`src/rtl/bit_serial_pkg.sv`:
```
// Shared types and sizing helpers for the bit-serial adder sequencer.
package bit_serial_pkg;

  typedef enum logic [1:0] {
    IDLE  = 2'd0,
    SHIFT = 2'd1,
    DONE  = 2'd2
  } state_t;

  // Width of the bit counter; never narrower than one bit.
  function automatic int count_width(input int width);
    return (width > 1) ? $clog2(width) : 1;
  endfunction

  // Carry out of a full adder.
  function automatic logic majority(input logic x, input logic y, input logic z);
    return (x & y) | (x & z) | (y & z);
  endfunction

endpackage

```
`src/rtl/serial_fa_cell.sv`:
```
// Single full-adder cell with a registered carry, stepped one bit per clock.
module serial_fa_cell
  import bit_serial_pkg::*;
(
  input  logic clk,
  input  logic reset,
  input  logic load,
  input  logic cin_init,
  input  logic en,
  input  logic a,
  input  logic b,
  output logic s,
  output logic carry_q
);

  assign s = a ^ b ^ carry_q;

  // Carry flop: load seeds the carry-in, en advances it by one bit position.
  always_ff @(posedge clk) begin
    if (reset) begin
      carry_q <= 1'b0;
    end else if (load) begin
      carry_q <= cin_init;
    end else if (en) begin
      carry_q <= majority(a, b, carry_q);
    end
  end

endmodule

```
`src/rtl/bit_serial_adder_ctrl.sv`:
```
// Bit-serial add/subtract sequencer: LSB-first through one full-adder cell.
//
// state | meaning
// IDLE  | waiting for operands, in_ready high
// SHIFT | one result bit per cycle, WIDTH cycles
// DONE  | result presented, held until out_ready
module bit_serial_adder_ctrl
  import bit_serial_pkg::*;
#(
  parameter int WIDTH = 8
) (
  input  logic             clk,
  input  logic             reset,
  input  logic             in_valid,
  output logic             in_ready,
  input  logic [WIDTH-1:0] op_a,
  input  logic [WIDTH-1:0] op_b,
  input  logic             op_sub,
  output logic             out_valid,
  input  logic             out_ready,
  output logic [WIDTH-1:0] sum,
  output logic             carry_out,
  output logic             overflow,
  output logic             busy
);

  localparam int CW = count_width(WIDTH);

  state_t           state;
  logic [CW-1:0]    count;
  logic [WIDTH-1:0] a_sr;
  logic [WIDTH-1:0] b_sr;
  logic [WIDTH-2:0] sum_sr;
  logic [WIDTH-1:0] sum_nxt;
  logic             fa_s;
  logic             fa_c;
  logic             accept;
  logic             shifting;

  assign accept   = (state == IDLE) && in_valid && in_ready;
  assign shifting = (state == SHIFT);
  // New bit enters at the top; low WIDTH-1 bits keep the partial result.
  assign sum_nxt  = {fa_s, sum_sr};

  serial_fa_cell u_fa (
    .clk      (clk),
    .reset    (reset),
    .load     (accept),
    .cin_init (op_sub),
    .en       (shifting),
    .a        (a_sr[0]),
    .b        (b_sr[0]),
    .s        (fa_s),
    .carry_q  (fa_c)
  );

  // Sequencer: operand load, per-bit shifting, result capture and handshakes.
  always_ff @(posedge clk) begin
    if (reset) begin
      state     <= IDLE;
      count     <= '0;
      a_sr      <= '0;
      b_sr      <= '0;
      sum_sr    <= '0;
      sum       <= '0;
      carry_out <= 1'b0;
      overflow  <= 1'b0;
      in_ready  <= 1'b1;
      out_valid <= 1'b0;
      busy      <= 1'b0;
    end else begin
      case (state)
        IDLE: begin
          if (in_valid && in_ready) begin
            a_sr     <= op_a;
            b_sr     <= op_sub ? ~op_b : op_b;
            count    <= '0;
            in_ready <= 1'b0;
            busy     <= 1'b1;
            state    <= SHIFT;
          end
        end
        SHIFT: begin
          a_sr   <= a_sr >> 1;
          b_sr   <= b_sr >> 1;
          sum_sr <= sum_nxt[WIDTH-1:1];
          count  <= count + CW'(1);
          if (count == CW'(WIDTH - 1)) begin
            // fa_c is the carry into the MSB on this final bit.
            sum       <= sum_nxt;
            carry_out <= majority(a_sr[0], b_sr[0], fa_c);
            overflow  <= fa_c ^ majority(a_sr[0], b_sr[0], fa_c);
            out_valid <= 1'b1;
            state     <= DONE;
          end
        end
        DONE: begin
          if (out_ready) begin
            out_valid <= 1'b0;
            busy      <= 1'b0;
            in_ready  <= 1'b1;
            state     <= IDLE;
          end
        end
        default: begin
          state     <= IDLE;
          in_ready  <= 1'b1;
          out_valid <= 1'b0;
          busy      <= 1'b0;
        end
      endcase
    end
  end

endmodule

```
`config.mk`:
```
export PLATFORM = sky130hd
export DESIGN_NAME = bit_serial_adder_ctrl
export DESIGN_NICKNAME = d
export VERILOG_FILES = /design/src/rtl/bit_serial_pkg.sv /design/src/rtl/serial_fa_cell.sv /design/src/rtl/bit_serial_adder_ctrl.sv
export SDC_FILE = /design/constraint.sdc
export NUM_CORES = 1
export LEC_CHECK = 0
export BUFFER_PORTS_ARGS = -buffer_cell sky130_fd_sc_hd__buf_2
export CORE_AREA = 2 2 63 65
export DETAILED_ROUTE_END_ITERATION = 12
export DIE_AREA = 0 0 65 67
export PLACE_DENSITY = 0.79
export SLEW_MARGIN = 20
export SYNTH_ARGS = -nofsm -noshare
export SYNTH_HDL_FRONTEND = slang
export SYNTH_HIERARCHICAL = 1
export SYNTH_SLANG_ARGS = --single-unit
```
`constraint.sdc`:
```
create_clock -name clk -period 1.5 [get_ports clk]
set_input_delay 0.15 -clock clk [delete_from_list [all_inputs] [get_ports clk]]
set_output_delay 0.15 -clock clk [all_outputs]
set_load 0.01 [all_outputs]
```
==> out/qor.txt <==
RUN STATUS
----------------------------------------------------------------------------------------
Run status ................................................................ finished clean

ROUTE
----------------------------------------------------------------------------------------
DR pass1 iterations .......................................................            4
Count of antenna-violating nets left after detailed routing ...............            0
DRC violation count after routing .........................................            0
Top layer reached by signal wires .........................................         met4
Final Routed Wirelength ................................................... 3680 microns
Routed via count ..........................................................         1587
Detailed route wirelength on metal2 ....................................... 1860 microns
Detailed-routed wire length on met3 .......................................  175 microns
DRC violation total after the first TritonRoute iteration .................          100
Mean number of vias per cell ..............................................         5.33
M1 wire length ............................................................ 1600 microns
Average detailed-routed wire length per instance .......................... 12.4 microns

FLOORPLANNING
----------------------------------------------------------------------------------------
Top-Level Pins ............................................................           34
Die Outline Area .......................................................... 0.00436 sq mm
Die span in y .............................................................   67 microns
Placeable core area ....................................................... 0.00361 sq mm
Site Rows .................................................................           22
Initial cell density of the core ..........................................        0.522
Die span in x .............................................................   65 microns

CRITICAL PATH
----------------------------------------------------------------------------------------
Crit Path Class ...........................................................      reg2reg
Data required, critical path ..............................................      1690 ps
Setup crit start kind .....................................................    flip-flop
Biggest fanout along the worst timing path ................................            6
Data arrival time at the worst-slack endpoint .............................      1550 ps
Endpoint kind of the worst setup timing path ..............................    flip-flop

TIMING
----------------------------------------------------------------------------------------
Max-slew headroom at the worst pin ........................................        0.751
Setup TNS .................................................................         0 ps
Minimum clock period after layout .........................................      1360 ps
Pins over their slew limit ................................................            0
Portion of the clock cycle consumed by the worst path in the final layout .        0.909
Final setup vio count .....................................................            0
Final hold violation count ................................................            0
Slew at the pin closest to its max-slew limit .............................       373 ps
Unrepaired setup endpoints after global routing ...........................        false
Post-layout worst setup margin ............................................       136 ps
Fin Clk Skew ..............................................................      11.2 ps
Maximum frequency from static timing analysis .............................    0.733 GHz

CLOCKING
----------------------------------------------------------------------------------------
Count of clock tree sinks .................................................           42
CTS tree ..................................................................        built
Num CTS Buffers ...........................................................            5
Max Buffers Root-to-Sink ..................................................            2
Number of levels the H-tree was split into ................................            2
Library cell used as clock root buffer .................................... sky130_fd_sc_hd__clkbuf_8
Clock Latency Late Sink ...................................................       290 ps
Clock slew seen by the registers of the worst setup and hold paths ........        80 ps

LOGIC SYNTHESIS
----------------------------------------------------------------------------------------
Number of synthesized flops with an enable pin ............................            0
Proportion of netlist area held by the largest area contributor ...........        0.447
Post-Syn Area per Cell ....................................................   8.75 sq um
Nets in the synthesized netlist ...........................................          239
Cell taking the most area after synthesis ................................. sky130_fd_sc_hd__dfxtp_1
Async set-reset flop share out of synthesis ...............................            0
Count of state elements after synthesis ...................................           42
Register area share after synthesis .......................................        0.447
Synth cell types ..........................................................           32
Most common flop cell mapped by yosys ..................................... sky130_fd_sc_hd__dfxtp_1
Netlist area before placement ............................................. 0.00188 sq mm
Most area-consuming cells after synthesis ................................. sky130_fd_sc_hd__dfxtp_1 45%, sky130_fd_sc_hd__nand2_1 9.8%, sky130_fd_sc_hd__a21oi_1 5.9%, sky130_fd_sc_hd__a221oi_2 5.6%, sky130_fd_sc_hd__xnor2_1 3.7%
Number of warnings printed during yosys synthesis .........................            6
Post-synthesis instance total .............................................          215

PLACEMENT
----------------------------------------------------------------------------------------
HPWL after DPL ............................................................ 2590 microns
Last weighted congestion value of the routability-driven placer ...........        0.755
Number of buffer cells added on primary ports .............................           33
Post-Place Worst Slack ....................................................      16.8 ps

PWR
----------------------------------------------------------------------------------------
Static leakage ............................................................     0.913 nW
Total power density per cell area ......................................... 1200 mW/mm^2
Sum of internal, switching and leakage power ..............................      2.69 mW
Max rail drop VDD .........................................................       822 uV

HOLD PATH
----------------------------------------------------------------------------------------
Hold Crit Class ...........................................................       in2reg

GRT
----------------------------------------------------------------------------------------
First-pass GRT wire length ................................................ 6550 microns
Overall Global Routing Usage ..............................................        0.196
Initial antenna violation count ...........................................            0
Total congestion overflow .................................................            0
Number of global-route vias before repair .................................         1509
Maximum number of pins on one net before global-route repair ..............           33

LAYOUT
----------------------------------------------------------------------------------------
Fin nets ..................................................................          273
Diode insertion count for antenna repair ..................................            0
Proportion of layout cells with a drive suffix above 1 ....................        0.256
Post-synthesis to final-layout area growth ................................        19.5%
End-of-flow core utilization ..............................................        0.624

FLOW RUN
----------------------------------------------------------------------------------------
Number of max-cap violations ..............................................            0

flip-flops by register name, summed over array words and instances, names as in the netlist:
name,flops
a_sr,8
in_ready,1
overflow,1
carry_out,1
state,2
count,3
u_fa/carry_q,1
out_valid,1
b_sr,8
sum_sr,7
sum,8
busy,1
synthesized netlist by cell type (2+ instances only):
cell type                  number
sky130_fd_sc_hd__xnor2_1        8
sky130_fd_sc_hd__a221oi_2       7
sky130_fd_sc_hd__and3b_1        2
sky130_fd_sc_hd__a31oi_1        9
sky130_fd_sc_hd__nor2_1         5
sky130_fd_sc_hd__inv_1         13
sky130_fd_sc_hd__clkbuf_1       3
sky130_fd_sc_hd__dfxtp_1       42
sky130_fd_sc_hd__o31ai_1        8
sky130_fd_sc_hd__nand3_1        2
sky130_fd_sc_hd__nand2_1       49
sky130_fd_sc_hd__buf_4          2
sky130_fd_sc_hd__a21oi_1       22
sky130_fd_sc_hd__nand3b_1       2
sky130_fd_sc_hd__ha_1           2
sky130_fd_sc_hd__buf_2          6
sky130_fd_sc_hd__o21ai_0        8
sky130_fd_sc_hd__buf_6          4
sky130_fd_sc_hd__o21a_1         8
report_power, final:
group          internal [mW]  switching [mW]  total (mW)
clock network          0.710           0.385        1.09
logic                  0.163           0.196       0.358
registers               1.18          0.0519        1.24
worst max-delay path, stage by stage (launching register included):
cell and delay, ps:
sky130_fd_sc_hd__dfxtp_1 330, sky130_fd_sc_hd__ha_1 200, sky130_fd_sc_hd__ha_1 200, sky130_fd_sc_hd__and3b_2 260
sky130_fd_sc_hd__buf_4 160, sky130_fd_sc_hd__nand2_1 60, sky130_fd_sc_hd__a21oi_1 60
metal layers:
metal,vias up,global-route usage
li1,808,-
met1,736,0.223
met2,37,0.349
met3,6,0.0541
met4,0,0.0718
met5,-,0
logic make-up after synthesis:
family / share of synthesized area
mux: 0.00532
simple gates: 0.152
xor+xnor: 0.0372
compound gates: 0.249
fa+ha+maj: 0.0239
buf+inv: 0.0851
flops: 0.447
layout by cell type (no fill, tap or decap), types with 5 or more instances in the layout:
cell type	instances
sky130_fd_sc_hd__buf_4	8
sky130_fd_sc_hd__a21oi_1	22
sky130_fd_sc_hd__dfxtp_1	42
sky130_fd_sc_hd__o21ai_0	8
sky130_fd_sc_hd__o31ai_1	8
sky130_fd_sc_hd__nand2_1	49
sky130_fd_sc_hd__buf_2	33
sky130_fd_sc_hd__clkbuf_8	6
sky130_fd_sc_hd__xnor2_1	8
sky130_fd_sc_hd__inv_1	13
sky130_fd_sc_hd__a221oi_2	7
sky130_fd_sc_hd__o21a_1	8
sky130_fd_sc_hd__nor2_1	5
sky130_fd_sc_hd__a31oi_1	9
cell type report:
class | count | area (sq um)
fillers | 320 | 1360
multi-input cells | 143 | 882
flip-flops and latches | 42 | 841
repair buffers | 43 | 265
clock buffers | 6 | 82.6
clock inverters | 2 | 60.1
well taps | 48 | 60.1
inverters | 14 | 57.6
path summary, 6_finish.rpt:
kind	depth (start not counted)	from	to	slack, ps
worst max register to register	6	count[0]	sum[6]	140
worst min-delay path	3	op_a[7]	a_sr[7]	100
worst max-delay path	6	count[0]	sum[6]	140
worst min register to register	2	sum[5]	sum[5]	450
stage by stage:
step | std cells | hold WS [ps] | cell area [sq um]
after floorplan | 215 | 215 | 1880
after global routing | 298 | 108 | 2250
after global placement | 288 | 401 | 2070
after detailed placement | 288 | 414 | 2070
final | 298 | 102 | 2250
after CTS | 296 | 97.5 | 2220
repair_timing:
action / 4_1_cts / 5_1_grt
gates resized for setup: 1 / 1
setup buffers: 0 / 2
hold buffers: 0 / 0
setup endpoints to repair: 2 / 2
(Power assumes the default switching activity.)
